File: src/rtl/tdc_result_averager.sv
// tdc_result_averager: averages 2^AVG_LOG2 measurement windows and offers the
// result through a single-entry valid/ready slot with sticky overrun.
// Optional macro TDC_AVG_MINMAX_EN adds per-group result_min/result_max.
module tdc_result_averager #(
    parameter int unsigned COUNTER_BITS = 8,
    parameter int unsigned AVG_LOG2     = 2
) (
    input  logic                    clk,
    input  logic                    rst,
    input  logic                    running,
    input  logic [COUNTER_BITS-1:0] count_in,
    input  logic                    result_ready,
    input  logic                    clr_ovr,
    output logic                    result_valid,
    output logic [COUNTER_BITS-1:0] result_data,
    output logic                    overrun,
    output logic [AVG_LOG2:0]       win_cnt
`ifdef TDC_AVG_MINMAX_EN
    ,
    output logic [COUNTER_BITS-1:0] result_min,
    output logic [COUNTER_BITS-1:0] result_max
`endif
);

    localparam int unsigned       ACC_W    = COUNTER_BITS + AVG_LOG2;
    localparam logic [AVG_LOG2:0] LAST_WIN = (AVG_LOG2 + 1)'((1 << AVG_LOG2) - 1);

    typedef enum logic {
        EMPTY,
        FULL
    } slot_state_t;

    slot_state_t             state;
    slot_state_t             state_next;
    logic                    running_d;
    logic [ACC_W-1:0]        acc;
    logic [ACC_W-1:0]        sum;
    logic [COUNTER_BITS-1:0] avg;
    logic                    eow;
    logic                    offer;
    logic                    load;
    logic                    drop;

    // End-of-window detection and group arithmetic
    always_comb begin
        eow   = running_d & ~running;
        offer = eow & (win_cnt == LAST_WIN);
        sum   = acc + ACC_W'(count_in);
        avg   = COUNTER_BITS'(sum >> AVG_LOG2);
    end

    // Window accumulation; never stalled by the output slot
    always_ff @(posedge clk or posedge rst) begin
        if (rst) begin
            running_d <= 1'b0;
            acc       <= '0;
            win_cnt   <= '0;
        end else begin
            running_d <= running;
            if (eow) begin
                if (offer) begin
                    acc     <= '0;
                    win_cnt <= '0;
                end else begin
                    acc     <= sum;
                    win_cnt <= win_cnt + (AVG_LOG2 + 1)'(1);
                end
            end
        end
    end

    // Output slot state register
    always_ff @(posedge clk or posedge rst) begin
        if (rst) state <= EMPTY;
        else     state <= state_next;
    end

    // Output slot next-state logic
    always_comb begin
        state_next = state;
        case (state)
            EMPTY: if (offer) state_next = FULL;
            FULL:  if (result_ready && !offer) state_next = EMPTY;
            default: state_next = EMPTY;
        endcase
    end

    // Output slot decodes: a new average is loaded unless the slot is held
    always_comb begin
        result_valid = (state == FULL);
        load         = offer & ((state == EMPTY) | result_ready);
        drop         = offer & (state == FULL) & ~result_ready;
    end

    // Result register, only written when the slot accepts a new average
    always_ff @(posedge clk or posedge rst) begin
        if (rst)       result_data <= '0;
        else if (load) result_data <= avg;
    end

    // Sticky overrun; a drop on the same edge overrides the clear
    always_ff @(posedge clk or posedge rst) begin
        if (rst)          overrun <= 1'b0;
        else if (drop)    overrun <= 1'b1;
        else if (clr_ovr) overrun <= 1'b0;
    end

`ifdef TDC_AVG_MINMAX_EN
    logic [COUNTER_BITS-1:0] grp_min;
    logic [COUNTER_BITS-1:0] grp_max;
    logic [COUNTER_BITS-1:0] new_min;
    logic [COUNTER_BITS-1:0] new_max;

    // Tracker values including the current window; first window seeds both
    always_comb begin
        if (win_cnt == '0) begin
            new_min = count_in;
            new_max = count_in;
        end else begin
            new_min = (count_in < grp_min) ? count_in : grp_min;
            new_max = (count_in > grp_max) ? count_in : grp_max;
        end
    end

    // Per-group trackers and their result registers
    always_ff @(posedge clk or posedge rst) begin
        if (rst) begin
            grp_min    <= '0;
            grp_max    <= '0;
            result_min <= '0;
            result_max <= '0;
        end else begin
            if (eow) begin
                grp_min <= new_min;
                grp_max <= new_max;
            end
            if (load) begin
                result_min <= new_min;
                result_max <= new_max;
            end
        end
    end
`endif

endmodule

File: config.mk
export PLATFORM = sky130hd
export DESIGN_NAME = tdc_result_averager
export DESIGN_NICKNAME = d
export VERILOG_FILES = /design/src/rtl/tdc_result_averager.sv
export SDC_FILE = /design/constraint.sdc
export NUM_CORES = 1
export LEC_CHECK = 0
export CORE_AREA = 2 2 54 68
export DETAILED_ROUTE_END_ITERATION = 10
export DIE_AREA = 0 0 56 70
export DONT_BUFFER_PORTS = 1
export HOLD_SLACK_MARGIN = 0.12
export SLEW_MARGIN = 10
export SYNTH_ARGS = -nofsm -noshare
export SYNTH_HDL_FRONTEND = slang
export SYNTH_SLANG_ARGS = --single-unit
File: constraint.sdc
create_clock -name clk -period 2.4 [get_ports clk]
set_clock_uncertainty 0.05 [all_clocks]
set_input_delay 0.24 -clock clk [delete_from_list [all_inputs] [get_ports clk]]
set_output_delay 0.24 -clock clk [all_outputs]
set_load 0.01 [all_outputs]
* Word level (Yosys, flattened, before mapping)
Cells that the tools add are included.
** Cells by class
- Shift-type cells :: 0
- Add/sub/neg operators :: 2
- Muxes and demuxes :: 7
- Magnitude comparators :: 0
- Equal/unequal tests :: 1
- $mul :: 0
- Bitwise gates (word level) :: 9
- Divide/modulo/power cells :: 0
- Reductions and logical operators :: 3
** Operators by type and width (number)
- $add 10x8->10 :: 1
- $mux 10 :: 1
- $and 1x1->1 :: 5
- $mux 1 :: 4
- $add 3x1->3 const B :: 1
- $eq 3x2->1 const B :: 1
- $mux 3 :: 1
- $not 1->1 :: 3
- $pmux 1 s2 :: 1
- $reduce_bool 2->1 :: 1
- $logic_and 1x1->1 :: 1
- $logic_not 1->1 :: 1
- $or 1x1->1 :: 1
** Word-level totals
- Memories :: 0
- RAM bits :: 0
- Bits in read-only memories :: 0
- Latch bits :: 0
- Output and inout bits :: 13
- Bits in registers :: 24

* Longest topological paths before layout
- Word-level depth :: 7
- Mapped depth :: 7
- Gate-level depth less buffers :: 7

* Worst setup path before layout
No wires, ideal clock.
- Kind :: register -> register
- From :: reg acc[0]
- To :: reg result_data[4]
- Path buffers :: 0
- Period minus slack after synthesis :: 1.988 ns
- Cell stages (with the launch flop) :: 8
- Path slack :: 0.412 ns
- Arrival time :: 1.804 ns
- Setup time :: 0.135 ns
- Cells stage by stage :: dfrtp_1 > ha_1 > fa_1 > a211oi_1 > o21bai_1 > a21oi_1 > xor2_1 > o21ai_0
** On the way
- Cells in the longest elaborated chain, start to end :: 1
** Ends and longest elaborated chain
- from (decl) :: line 36 : logic [ACC_W-1:0] acc;
- from (signal assigned) :: line 65 : acc <= sum;
- $add 10x8->10 :: line 48 : sum = acc + ACC_W'(count_in);
- to (signal assigned) :: line 98 : else if (load) result_data <= avg;
- to (decl) :: line 15 : output logic [COUNTER_BITS-1:0] result_data,
Every way passes these cells.
A chain may end at the register's enable or synchronous reset.

* Worst setup path after layout
Ends and elaborated chain as after synthesis.

==> flow_metrics.py <==
metrics = {
    "timing": {
        "fin_crit_sh_pct": 90.1,
        "slew_viol_final": 0,
        "maxSlewHeadroom_pct": 38.5,
        "post-route-min-period_ns": 2.16,
        "fmax_mhz": 463,
        "rsz0062_at_grt": "no",
        "timing.final.hold_violations": 0,
        "worst_slew_pin_slew_ns": 0.921,
        "tns_ns": 0,
        "setup_violations": 0,
    },
    "final_layout": {
        "stdcell_count": 172,
        "area_delta_synth_final_pct": 10.9,
        "fillCellCount": 329,
        "drive_gt1_share_pct": 10.5,
        "finish.instance_area_um2": 1460,
        "final_net_count": 158,
        "n_antenna_cell": 0,
    },
    "die": {
        "die_w_um": 56,
        "core-area_um2": 3360,
        "start_util_pct": 39.1,
        "fp.dieH_um": 70,
        "num_rows": 24,
        "die-area_um2": 3920,
        "io_pins": 26,
    },
    "setup_path": {
        "worstPathArrival_ns": 2.26,
        "worstPathCellList": "ha_1 > fa_1 > a211oi_1 > o21bai_1 > a21oi_1 > xor2_1 > o21ai_0",
        "max_stage_delay_ns": 0.43,
        "r2r_cells": 7,
        "cp_slowest_cell": "fa_1",
        "required_ns": 2.49,
        "crit_family": "compound AO/OA/AOI/OAI gates",
        "r2r-start": "acc[0]",
        "worst_setup_path_start_kind": "register",
        "cp_num_cells": 7,
        "r2r_slack_ns": 0.24,
        "endpoint_kind": "register",
        "r2r-end": "result_data[4]",
        "crit_start": "acc[0]",
        "worstSetupPathType": "register to register",
        "cp.buffers_inverters": 0,
        "path_max_fanout": 3,
        "critPathCapture": "result_data[4]",
    },
    "detailed_routing": {
        "firstDrtPassIters": 3,
        "final_antenna_net_count": 0,
        "wl_per_cell_um": 15.0,
        "vias": 943,
        "drt_wl_total_um": 2580,
        "viasPerCell": 5.48,
        "post-route-drc-count": 0,
        "drtIter0Drc": 14,
    },
    "placed_design": {
        "port_buffers": 0,
        "dp_hpwl_um": 2010,
        "place_area_um2": 1360,
        "dp_cells": 165,
        "routabilityCongestion": 0.891,
    },
    "clock_network": {
        "clock-root-buffer": "clkbuf_8",
        "cts_resized": 0,
        "cts_made_buffers": 3,
        "cts_tree": "built",
        "htree_levels": 1,
        "clock_path_buffers": 2,
        "insertion_delay_ns": 0.26,
        "path_clk_slew_ns": 0.08,
        "cts_setup_buffers": 0,
        "cts_num_sinks": 24,
    },
    "yosys": {
        "syn_area_um2": 1320,
        "synth_simple_gate_area_share_pct": 12.2,
        "ys_ff_latch": 24,
        "synth_xor_xnor_area_share_pct": 5.32,
        "synth_top_family_by_area": "compound AO/OA/AOI/OAI gates",
        "syn_inst": 129,
        "seq_area_frac_synth_pct": 45.6,
        "ys.flop_type": "dfrtp_1",
        "synth_fa_ha_area_share_pct": 11.0,
        "avgSynthCellArea_um2": 10.2,
        "syn_nets": 153,
        "async_flop_share_pct": 100,
        "yosysWarnings": 0,
        "ys_types": 34,
        "synth_mux_area_share_pct": 2.57,
        "synth_edf_count": 0,
        "synth_compound_area_share_pct": 20.5,
    },
    "run": {
        "drv_cap": 0,
    },
    "global_route": {
        "grt_pass1_vias": 1064,
        "grt_max_degree": 25,
        "antenna_found_initial": 0,
        "grt_pass1_wl_um": 4600,
        "gr-total-overflow": 0,
        "grt_use_total_pct": 14.5,
    },
    "run_status": {
        "status": "complete, no violations",
    },
    "pwr": {
        "p_per_area_nw_per_um2": 1270,
        "irDropWorstVdd_uv": 647,
        "leakage_nw": 0.673,
    },
    "min_path": {
        "hp-class": "input pin to register",
    },
}
-- cells in the final DEF, fill, tap and decap left out, drive strengths merged, types with 2 or more instances in the layout --
cell type | Yosys | routed
a22o | 3 | 3
xnor2 | 4 | 4
o21ai | 14 | 14
clkbuf | 3 | 3
mux2 | 3 | 3
o31ai | 3 | 3
nand2 | 18 | 18
nor2 | 5 | 5
a31oi | 2 | 2
a21oi | 7 | 7
dlygate4sd3 | 0 | 3
a211oi | 3 | 3
dfrtp | 24 | 24
a21o | 3 | 3
xor2 | 4 | 4
nand2b | 5 | 5
ha | 10 | 10
buf | 2 | 2
inv | 4 | 4
-- report_power, final --
part	leakage [nW]	internal, mW	switching (mW)	total [mW]
combinational	0.333	0.359	0.416	0.775
sequential	0.304	0.566	0.162	0.728
clock	0.0357	0.223	0.129	0.351
total	0.673	1.15	0.707	1.85
-- metrics by stage --
| step | power, mW | setup slack [ns] | utilization (%) | hold WS (ns) |
|---|---|---|---|---|
| 3_3_place_gp | 1.49 | 0.311 | 40.4 | 0.222 |
| 2_1_floorplan | 1.35 | 0.412 | - | 0.205 |
| 3_5_place_dp | 1.52 | 0.251 | 40.4 | 0.222 |
| 6_report | 1.85 | 0.239 | 43.4 | 0.128 |
| 4_1_cts | 1.88 | 0.232 | 43.4 | 0.131 |
| 5_1_grt | 2.02 | 0.158 | 43.4 | 0.142 |
-- cells in the mapped netlist, types with 3 or more instances --
master / n / share of area (%)
a21oi_1: 7 / 2.7
clkbuf_1: 3 / 0.86
dfrtp_1: 24 / 46
ha_1: 10 / 9.5
inv_1: 4 / 1.1
mux2_2: 3 / 2.6
nand2_1: 18 / 5.1
nand2b_1: 5 / 2.4
nor2_1: 5 / 1.4
o21ai_0: 13 / 4.9
o31ai_1: 3 / 1.7
xnor2_1: 4 / 2.7
xor2_1: 4 / 2.7
-- worst register-to-register path, cell delays in order, from the launching register on --
cell,delay (ns)
dfrtp_1,0.39
ha_1,0.23
fa_1,0.43
a211oi_1,0.33
o21bai_1,0.13
a21oi_1,0.18
xor2_1,0.19
o21ai_0,0.11
-- cell families (layout without fill, tap and decap cells) --
kind of cell             after synthesis  after routing
adder cells (fa/ha/maj)               11             11
buffers and inverters                  9             13
AND/OR/NAND/NOR                       34             34
AO/OA/AOI/OAI                         40             40
multiplexers                           3              3
flip-flops                            24             24
XOR/XNOR                               8              8
-- worst min path at each step --
stage	start	endpoint	slack [ns]	cells after the start
2_1_floorplan	rst	acc[0]	0.20	1
6_report	result_ready	result_valid	0.13	2
3_3_place_gp	running	running_d	0.22	0
5_1_grt	result_ready	result_valid	0.14	2
4_1_cts	result_ready	result_valid	0.13	2
3_5_place_dp	running	running_d	0.22	0
-- layer usage --
| layer | global-route usage, % | vias up | wire length [um] |
|---|---|---|---|
| met5 | 0 | - | 0 |
| met4 | 6.61 | 0 | 75 |
| li1 | - | 463 | - |
| met2 | 26.3 | 20 | 1380 |
| met3 | 2.96 | 6 | 105 |
| met1 | 16.1 | 454 | 1020 |
-- state kept, by name, indices dropped and copies added, names as in the netlist --
register and flops:
acc 10, result_data 8, win_cnt 3, overrun 1
result_valid 1, running_d 1
-- timing repair --
item                       in CTS  in global routing
hold buffers                    3                  0
hold endpoints to repair       26                  0
setup endpoints to repair       0                  0
-- cell type report --
type / count / area (um2) / share of cell area, %
Timing Repair Buffer: 5 / 45.0 / 3.08
Sequential cell: 24 / 601 / 41.1
Inverter: 4 / 15.0 / 1.03
Clock buffer: 3 / 41.3 / 2.83
Tap cell: 39 / 48.8 / 3.34
Clock inverter: 1 / 30.0 / 2.06
Multi-Input combinational cell: 96 / 679 / 46.5
Note: power is estimated with default switching activity, not from simulation.
